## config.mk

```make
export PLATFORM = sky130hd
export DESIGN_NAME = ex_mem_stage
export DESIGN_NICKNAME = d
export VERILOG_FILES = /design/src/rtl/cpu_pkg.sv /design/src/rtl/cond_eval.sv /design/src/rtl/ex_mem_stage.sv
export SDC_FILE = /design/constraint.sdc
export NUM_CORES = 1
export LEC_CHECK = 0
export ABC_CLOCK_PERIOD_IN_PS = 11200
export CAP_MARGIN = 20
export CORE_MARGIN = 4
export CORE_UTILIZATION = 42
export CTS_CLUSTER_DIAMETER = 100
export DETAILED_ROUTE_END_ITERATION = 8
export PLACE_DENSITY = 0.85
export SETUP_SLACK_MARGIN = 0.4
export SLEW_MARGIN = 20
export SYNTH_ARGS = -nofsm -noshare
export SYNTH_HDL_FRONTEND = slang
export SYNTH_SLANG_ARGS = --single-unit
```

## constraint.sdc

```tcl
create_clock -name clk -period 11.2 [get_ports clk]
set_input_delay 3.36 -clock clk [delete_from_list [all_inputs] [get_ports clk]]
set_output_delay 3.36 -clock clk [all_outputs]
set_load 0.01 [all_outputs]
```

## src/rtl/cpu_pkg.sv

```systemverilog
// Shared types and widths for the 5-stage LEGv8 pipeline.
// Condition codes and the NZVC flag layout live here.
package cpu_pkg;

    localparam int DATA_W = 64;
    localparam int REG_AW = 5;

    typedef enum logic [3:0] {
        COND_EQ = 4'h0,
        COND_NE = 4'h1,
        COND_HS = 4'h2,
        COND_LO = 4'h3,
        COND_MI = 4'h4,
        COND_PL = 4'h5,
        COND_VS = 4'h6,
        COND_VC = 4'h7,
        COND_HI = 4'h8,
        COND_LS = 4'h9,
        COND_GE = 4'hA,
        COND_LT = 4'hB,
        COND_GT = 4'hC,
        COND_LE = 4'hD,
        COND_AL = 4'hE,
        COND_NV = 4'hF
    } cond_e;

    typedef struct packed {
        logic n;
        logic z;
        logic v;
        logic c;
    } flags_t;

endpackage

```

## src/rtl/cond_eval.sv

```systemverilog
// Combinational B.cond evaluator over an NZVC flag set.
// Shared between the EX/MEM boundary and the IF-stage predictor.
module cond_eval
    import cpu_pkg::*;
(
    input  flags_t flags,
    input  cond_e  cond,
    output logic   taken
);

    always_comb begin
        taken = 1'b1;
        unique case (cond)
            COND_EQ: taken = flags.z;
            COND_NE: taken = !flags.z;
            COND_HS: taken = flags.c;
            COND_LO: taken = !flags.c;
            COND_MI: taken = flags.n;
            COND_PL: taken = !flags.n;
            COND_VS: taken = flags.v;
            COND_VC: taken = !flags.v;
            COND_HI: taken = flags.c && !flags.z;
            COND_LS: taken = !(flags.c && !flags.z);
            COND_GE: taken = (flags.n == flags.v);
            COND_LT: taken = (flags.n != flags.v);
            COND_GT: taken = !flags.z && (flags.n == flags.v);
            COND_LE: taken = !(!flags.z && (flags.n == flags.v));
            COND_AL: taken = 1'b1;
            COND_NV: taken = 1'b1;
        endcase
    end

endmodule

```

## src/rtl/ex_mem_stage.sv

```systemverilog
// EX/MEM pipeline register with the architectural NZVC flags
// and registered B.cond resolution for the MEM-stage redirect.
module ex_mem_stage
    import cpu_pkg::*;
(
    input  logic              clk,
    input  logic              reset,
    input  logic              stall,
    input  logic              flush,
    input  logic              ex_valid,
    input  logic [DATA_W-1:0] ex_result,
    input  logic              ex_neg,
    input  logic              ex_zero,
    input  logic              ex_ovf,
    input  logic              ex_cout,
    input  logic              ex_set_flags,
    input  logic [DATA_W-1:0] ex_store_data,
    input  logic [REG_AW-1:0] ex_rd,
    input  logic              ex_reg_write,
    input  logic              ex_mem_read,
    input  logic              ex_mem_write,
    input  logic              ex_is_bcond,
    input  logic [3:0]        ex_cond,
    output logic              mem_valid,
    output logic [DATA_W-1:0] mem_result,
    output logic [DATA_W-1:0] mem_store_data,
    output logic [REG_AW-1:0] mem_rd,
    output logic              mem_reg_write,
    output logic              mem_mem_read,
    output logic              mem_mem_write,
    output logic              mem_branch_taken,
    output logic [3:0]        flags
);

    logic              valid_q, valid_d;
    logic [DATA_W-1:0] result_q, result_d;
    logic [DATA_W-1:0] store_q, store_d;
    logic [REG_AW-1:0] rd_q, rd_d;
    logic              rw_q, rw_d;
    logic              mr_q, mr_d;
    logic              mw_q, mw_d;
    logic              bt_q, bt_d;
    flags_t            flags_q, flags_d;
    logic              cond_true;

    // Evaluated on committed flags only; no bypass from ex_* flags.
    cond_eval u_cond_eval (
        .flags (flags_q),
        .cond  (cond_e'(ex_cond)),
        .taken (cond_true)
    );

    always_comb begin
        valid_d  = valid_q;
        result_d = result_q;
        store_d  = store_q;
        rd_d     = rd_q;
        rw_d     = rw_q;
        mr_d     = mr_q;
        mw_d     = mw_q;
        bt_d     = bt_q;
        flags_d  = flags_q;
        if (flush) begin
            valid_d = 1'b0;
            rw_d    = 1'b0;
            mr_d    = 1'b0;
            mw_d    = 1'b0;
            bt_d    = 1'b0;
        end else if (!stall) begin
            valid_d  = ex_valid;
            result_d = ex_result;
            store_d  = ex_store_data;
            rd_d     = ex_rd;
            rw_d     = ex_valid && ex_reg_write;
            mr_d     = ex_valid && ex_mem_read;
            mw_d     = ex_valid && ex_mem_write;
            bt_d     = ex_valid && ex_is_bcond && cond_true;
            if (ex_valid && ex_set_flags) begin
                flags_d = '{n: ex_neg, z: ex_zero,
                            v: ex_ovf, c: ex_cout};
            end
        end
    end

    always_ff @(posedge clk or posedge reset) begin
        if (reset) begin
            valid_q  <= 1'b0;
            result_q <= '0;
            store_q  <= '0;
            rd_q     <= '0;
            rw_q     <= 1'b0;
            mr_q     <= 1'b0;
            mw_q     <= 1'b0;
            bt_q     <= 1'b0;
            flags_q  <= '0;
        end else begin
            valid_q  <= valid_d;
            result_q <= result_d;
            store_q  <= store_d;
            rd_q     <= rd_d;
            rw_q     <= rw_d;
            mr_q     <= mr_d;
            mw_q     <= mw_d;
            bt_q     <= bt_d;
            flags_q  <= flags_d;
        end
    end

    assign mem_valid        = valid_q;
    assign mem_result       = result_q;
    assign mem_store_data   = store_q;
    assign mem_rd           = rd_q;
    assign mem_reg_write    = rw_q;
    assign mem_mem_read     = mr_q;
    assign mem_mem_write    = mw_q;
    assign mem_branch_taken = bt_q;
    assign flags            = flags_q;

endmodule

```

# Word-level counts from Yosys, hierarchy flattened
# Cells that the tools add are included.
# Widths: inputs -> output; s select.
[classes]
n_mux = 11
n_eq_ne = 18
bitwise = 2
reduce_logical = 18
[ops]
columns = ["cell", "n"]
rows = [
  ["$eq 4x4->1 const B", 8],
  ["$eq 4x3->1 const B", 4],
  ["$pmux 1 s15", 1],
  ["$mux 1", 10],
  ["$eq 4x2->1 const B", 2],
  ["$logic_and 1x1->1", 8],
  ["$logic_not 1->1", 6],
  ["$eq 4x1->1 const B", 1],
  ["$logic_not 4->1", 1],
  ["$reduce_and 3->1", 1],
  ["$ne 2x1->1 const B", 1],
  ["$not 1->1", 2],
  ["$reduce_and 2->1", 1],
  ["$reduce_or 2->1", 1],
  ["$eq 1x1->1", 1],
  ["$ne 1x1->1", 1],
]
[word_totals]
regBits = 142
input_bits = 151
word_cells = 61
output_inout_bits = 142

# Logic depth before layout (Yosys ltp)
# Gate-level depths: netlist of the first run.
[depth]
word_depth = 7
ltp_mapped = 6
mapped_depth_nobuf = 5

# Modules after synthesis
# Synthesis of the first run repeated with hierarchy kept, for this count alone.
[hier_totals]
hier_cells = 342
area_unflattened_um2 = 5534.1
[modules_own_cells]
columns = ["module", "area_each_um2", "instances", "seq_area_each_um2", "cells_each"]
rows = [
  ["ex_mem_stage", 5348.9, 1, 3553.4, 312],
  ["cond_eval", 185.2, 1, 0.0, 30],
]

# Worst setup path before layout of the first run
# No wires, ideal clock.
[synth_path]
path_kind = "input to register"
startpoint = "input flush"
endpoint = "register result_q[10] (netlist: mem_result[10])"
setup_time_ns = 0.125
t_required_ns = 11.075
setup_slack_ns = 6.657
arrival_time_ns = 4.418
path_stages = 5
n_path_buf = 3
path_cell_list = "buf_2 nor2_2 buf_2 buf_4 mux2_2"
[synth_between]
elab_chain_len = 2
[synth_lines]
columns = ["item", "line_no", "source"]
rows = [
  ["from (decl)", "ex_mem_stage.sv:9", "input logic flush,"],
  ["$not 1->1 (no line)", "--", ""],
  ["$reduce_and 2->1 (no line)", "--", ""],
  ["to (signal assigned)", "ex_mem_stage.sv:98", "result_q <= result_d;"],
  ["to (decl)", "ex_mem_stage.sv:36", "logic [DATA_W-1:0] result_q, result_d;"],
]
# Every way passes these cells.
# A chain may end at the register's enable or synchronous reset.

# Worst setup path after layout of the first run
[layout_path]
startpoint = "input flush"
endpoint = "register flags_q (netlist bit flags[0])"
[layout_between]
elab_chain_len = 2
[layout_lines]
columns = ["item", "line_no", "source"]
rows = [
  ["$not 1->1 (no line)", "--", ""],
  ["$reduce_and 3->1 (no line)", "--", ""],
  ["to (signal assigned)", "ex_mem_stage.sv:105", "flags_q <= flags_d;"],
  ["to (decl)", "ex_mem_stage.sv:43", "flags_t flags_q, flags_d;"],
]
# Every way passes these cells.

==> impl_metrics.env, run 1 <==
export IMPL_gp_congestion=0.766
export IMPL_die_h_um=122
export IMPL_drtPass1Iterations=4
export IMPL_grtUsageTotal=0.214
export IMPL_arrival_ns=6.40
export IMPL_synth_seq_area_share=0.649
export IMPL_worstRegToRegCells=5
export IMPL_final_hold_violation_count=0
export IMPL_fin_skew_ns=0.00291
export IMPL_cts_made_buffers=17
export IMPL_min_path_type="register to register"
export IMPL_diodes=0
export IMPL_wl_per_cell_um=19.2
export IMPL_synth_cells=345
export IMPL_drv_cap=0
export IMPL_tightest_slew_ns=0.898
export IMPL_worstHoldStart="mem_store_data[13]"
export IMPL_drcViolationCount=0
export IMPL_relSlewSlack=0.401
export IMPL_max_freq_mhz=164
export IMPL_port_buffers=292
export IMPL_ys_seq_elements=142
export IMPL_p_leak_nw=3.78
export IMPL_htreeDepth=4
export IMPL_ys_flop_type="dfrtp_1"
export IMPL_min_path_cells=1
export IMPL_syn_to_final_growth_pct=68.0
export IMPL_grt_max_degree=73
export IMPL_maxSlewViolCount=0
export IMPL_post_cts_resized=0
export IMPL_grt_pass1_vias=4596
export IMPL_synth_area_leaders="dfrtp_1, mux2_2, mux2_1, buf_4, buf_2"
export IMPL_fin_crit_sh=0.546
export IMPL_setup_slack_ns=5.09
export IMPL_io_pins=293
export IMPL_dp_hpwl_mm=11.7
export IMPL_grt_overflow=0
export IMPL_cts_reportedPaths_clkPinSlew_ns=0.06
export IMPL_netlist_area_sq_mm=0.00548
export IMPL_core_rowCount=41
export IMPL_r2r_end="mem_branch_taken"
export IMPL_layout_common_cells="clkdlybuf4s50_1, dfrtp_1, mux2_2, clkbuf_16"
export IMPL_post_cts_setup_buffers=0
export IMPL_finalPower_mw=1.62
export IMPL_vias_per_cell=4.92
export IMPL_drtAntennaViolNets=0
export IMPL_dieWidth_um=122
export IMPL_yosysTopAreaCellShare=0.649
export IMPL_die_area_sq_mm=0.0149
export IMPL_cts_root_buf="clkbuf_16"
export IMPL_worst_setup_path_start_kind="input pin"
export IMPL_nFillCells=856
export IMPL_start_util=0.432
export IMPL_drive_above_1_share=0.258
export IMPL_cts_tree="done"
export IMPL_final_common_cell="clkdlybuf4s50_1"
export IMPL_drtIter0Drc=186
export IMPL_synth_cell_types=28
export IMPL_yosys_warnings=0
export IMPL_antenna_found_initial=0
export IMPL_syn_num_nets=496
export IMPL_rsz0062_at_grt="false"
export IMPL_criticalPathCategory="input pin to register"
export IMPL_p_per_area_mw_per_mm2=176
export IMPL_synth_top_area_cell="dfrtp_1"
export IMPL_core_area_sq_mm=0.0127
export IMPL_clk_latency_ns=0.41
export IMPL_finalSetupViolCount=0
export IMPL_syn_avg_cell_area_sq_um=15.9
export IMPL_rrSetupSlack_ns=9.58
export IMPL_ys_async_sr_fraction=1.00
export IMPL_final_util=0.726
export IMPL_fin_crit_ns=6.11
export IMPL_hold_buffers=0
export IMPL_clockBufferDepth=2
export IMPL_vias=4067
export IMPL_worst_ir_drop_vdd_v=0.000103
export IMPL_r2r_start="flags[1]"
export IMPL_finalSetupTns_ns=0
export IMPL_crit_fanout=70
export IMPL_synth_edf_count=0
export IMPL_holdPathEnd="mem_store_data[13]"
export IMPL_outcome="completed"
export IMPL_wirelength_mm=15.9
export IMPL_required_ns=11.49
export IMPL_cts_num_sinks=142
export IMPL_grt_pass1_wl_mm=24.3
export IMPL_dp_slack_ns=4.70
export IMPL_nets=792
export IMPL_cp_end_kind="register"
## layout make-up
cell class | instances | area [sq um] | area share
Sequential cell | 142 | 3550 | 0.386
Clock inverter | 9 | 154 | 0.0167
Inverter | 4 | 20.0 | 0.00217
Multi-Input combinational cell | 181 | 1810 | 0.197
Tap cell | 172 | 215 | 0.0234
Timing Repair Buffer | 295 | 2950 | 0.320
Clock buffer | 23 | 508 | 0.0552
## through the flow
step / hold slack, ns / std cells / instance area [sq um]
floorplan: 0.529 / 345 / 5480
global placement: 0.469 / 794 / 8540
detailed placement: 0.476 / 794 / 8540
CTS: 0.489 / 826 / 9210
global route: 0.514 / 826 / 9210
finish: 0.483 / 826 / 9210
## sequential cells by signal (all words and copies together), names as in the netlist
name and count:
mem_branch_taken 1, mem_store_data 64, mem_rd 5, mem_result 64, mem_mem_write 1, mem_reg_write 1, mem_valid 1, mem_mem_read 1
flags 4
## cells in the mapped netlist (2+ instances only)
cell type,number
xnor2_1,2
nor2b_1,3
buf_4,7
inv_1,4
nor2_1,6
nand2_1,4
a21oi_1,5
nor3_1,2
buf_2,10
dfrtp_1,142
mux2_2,130
mux2_1,6
o21ai_0,6
and3_1,4
## where the power goes
part / internal, mW / switching, mW / leakage [nW]
logic: 0.236 / 0.132 / 1.78
clock network: 0.408 / 0.209 / 0.321
registers: 0.588 / 0.0436 / 1.68
total: 1.23 / 0.385 / 3.78
## cell families (layout without fill, tap and decap cells)
kind of cell / count (synthesis) / in the layout / synth area share
xor gates and xnor gates: 2 / 2 / 0.00320
buffers and inverters: 22 / 331 / 0.0222
muxes: 137 / 137 / 0.281
AOI/OAI and AO/OA: 16 / 16 / 0.0190
and+or+nand+nor: 26 / 26 / 0.0258
DFF: 142 / 142 / 0.649
## routing by layer
metal / vias up / wire, um / GRT usage / share of wire
met5: - / 0 / 0 / 0
met4: 0 / 503 / 0.101 / 0.032
met3: 36 / 1640 / 0.0959 / 0.10
met2: 196 / 8530 / 0.388 / 0.54
met1: 2023 / 5210 / 0.206 / 0.33
li1: 1812 / - / - / -
## worst max-delay path, cell delays in order
cell and delay [ns]:
clkdlybuf4s50_1 0.58, nor2_4 0.17, buf_4 0.64, buf_4 0.80, and3_1 0.37, mux2_2 0.36
## how the worst max path moves through the flow
stage / startpoint / to / slack [ns] / cells after the start
final: flush / flags[0] / 5.09 / 6
after global routing: flush / flags[1] / 4.96 / 6
after CTS: flush / flags[1] / 5.13 / 6
after detailed placement: flush / flags[1] / 4.70 / 6
after global placement: flush / flags[2] / 4.79 / 6
after floorplan: reset / flags[0] / 4.03 / 1
Power figures use the tool's default switching activity.
==> run 2: changes to the inputs <==
Settings changed: ABC_CLOCK_PERIOD_IN_PS 11200 to 6100, CORE_UTILIZATION 42 to 39, PLACE_DENSITY 0.85 to 0.8.
Clock period 11.2 ns to 6.1 ns, I/O delays scaled along.
==> impl_metrics.env, run 2 (same netlist as run 1, synthesis figures left out) <==
export IMPL_cp_slowest_stage_delay_ns=0.60
export IMPL_p_per_area_mw_per_mm2=309
export IMPL_final_hold_violation_count=0
export IMPL_drtPass1Iterations=4
export IMPL_vias=3963
export IMPL_port_buffers=292
export IMPL_drtIter0Drc=108
export IMPL_gp_congestion=0.811
export IMPL_dp_hpwl_mm=11.0
export IMPL_cp_slowest_cell="buf_4"
export IMPL_nets=792
export IMPL_final_util=0.660
export IMPL_r2r_start="flags[1]"
export IMPL_cts_reportedPaths_clkPinSlew_ns=0.05
export IMPL_path_cells="clkdlybuf4s50_1 -> nor2_4 -> buf_4 -> mux2_2"
export IMPL_cp_end_kind="register"
export IMPL_core_area_sq_mm=0.0138
export IMPL_io_pins=293
export IMPL_clockBufferDepth=2
export IMPL_required_ns=6.39
export IMPL_diodes=0
export IMPL_min_path_cells=1
export IMPL_holdPathEnd="mem_store_data[41]"
export IMPL_drive_above_1_share=0.250
export IMPL_clk_latency_ns=0.41
export IMPL_fin_crit_sh=0.567
export IMPL_r2r_end="mem_branch_taken"
export IMPL_cts_num_sinks=142
export IMPL_fin_cells=832
export IMPL_tightest_slew_ns=0.931
export IMPL_relSlewSlack=0.380
export IMPL_grt_max_degree=108
export IMPL_p_leak_nw=3.73
export IMPL_worstHoldStart="mem_store_data[41]"
export IMPL_drcViolationCount=0
export IMPL_worst_setup_path_start_kind="input pin"
export IMPL_maxSlewViolCount=0
export IMPL_finalSetupTns_ns=0
export IMPL_hold_buffers=0
export IMPL_rrSetupSlack_ns=4.56
export IMPL_die_area_sq_mm=0.0160
export IMPL_crit_fanout=56
export IMPL_antenna_found_initial=0
export IMPL_final_common_cell="clkdlybuf4s50_1"
export IMPL_cts_root_buf="clkbuf_16"
export IMPL_post_cts_setup_buffers=0
export IMPL_grtUsageTotal=0.187
export IMPL_vias_per_cell=4.76
export IMPL_drv_cap=0
export IMPL_finalPower_mw=2.82
export IMPL_worstRegToRegCells=5
export IMPL_grt_pass1_vias=4443
export IMPL_cts_made_buffers=17
export IMPL_drtAntennaViolNets=0
export IMPL_core_rowCount=43
export IMPL_rsz0062_at_grt="false"
export IMPL_finalSetupViolCount=0
export IMPL_max_freq_mhz=289
export IMPL_criticalPathCategory="input pin to register"
export IMPL_syn_to_final_growth_pct=66.7
export IMPL_start_util=0.396
export IMPL_layout_common_cells="clkdlybuf4s50_1, dfrtp_1, mux2_2, clkbuf_16"
export IMPL_worst_ir_drop_vdd_v=0.000204
export IMPL_fin_crit_ns=3.46
export IMPL_outcome="completed"
export IMPL_grt_pass1_wl_mm=23.3
export IMPL_arrival_ns=3.75
export IMPL_dieWidth_um=127
export IMPL_grt_overflow=0
export IMPL_cts_tree="done"
export IMPL_die_h_um=127
export IMPL_wirelength_mm=14.8
export IMPL_fin_skew_ns=0.00376
export IMPL_htreeDepth=4
export IMPL_post_cts_resized=0
export IMPL_wl_per_cell_um=17.8
export IMPL_min_path_type="register to register"
export IMPL_placed_cells=802
## run 2: cell count changes in the layout (fill, tap and decap cells not counted)
cell and change:
buf_12 +1, buf_4 -1, bufinv_16 -2, clkbuf_1 +4
clkbuf_8 -3, clkinv_4 -1
## run 2: worst max-delay path by stage
stage	cells after the start	endpoint	startpoint	slack, ns
floorplan	1	flags[0]	reset	0.46
global placement	4	mem_result[22]	flush	2.33
detailed placement	4	mem_result[18]	flush	2.24
CTS	4	mem_result[18]	flush	2.68
global route	4	mem_store_data[45]	flush	2.59
finish	4	mem_result[18]	flush	2.64
## run 2: cell type report
cell class / count / area (sq um)
Sequential cell: 142 / 3550
Clock inverter: 6 / 85.1
Inverter: 4 / 20.0
Tap cell: 180 / 225
Multi-Input combinational cell: 181 / 1810
Timing Repair Buffer: 295 / 2960
Fill cell: 974 / 4690
Clock buffer: 24 / 482
## run 2: layer usage
layer	up-vias	wire length, um	track usage
met4	0	442	0.0864
met2	192	7570	0.318
met5	-	0	0
li1	1814	-	-
met3	33	1520	0.0851
met1	1924	5280	0.199
## run 2: stage by stage
stage	hold slack [ns]	area (sq um)	worst slack, ns
after floorplan	0.529	5480	0.460
after global placement	0.468	8570	2.33
after detailed placement	0.481	8570	2.24
after CTS	0.497	9130	2.68
after global routing	0.516	9130	2.59
final	0.493	9130	2.64
## run 2: critical path, delay by kind of cell
kind / cells / cell delay (ns)
buffers and inverters: 2 / 1.19
multiplexers: 1 / 0.42
AND/OR/NAND/NOR: 1 / 0.27
## run 2: power breakdown
part	total (mW)	switching (mW)	internal (mW)	leakage, nW
registers	1.16	0.0772	1.08	1.68
clock network	0.992	0.364	0.628	0.272
logic	0.670	0.236	0.434	1.79
total	2.82	0.678	2.14	3.73
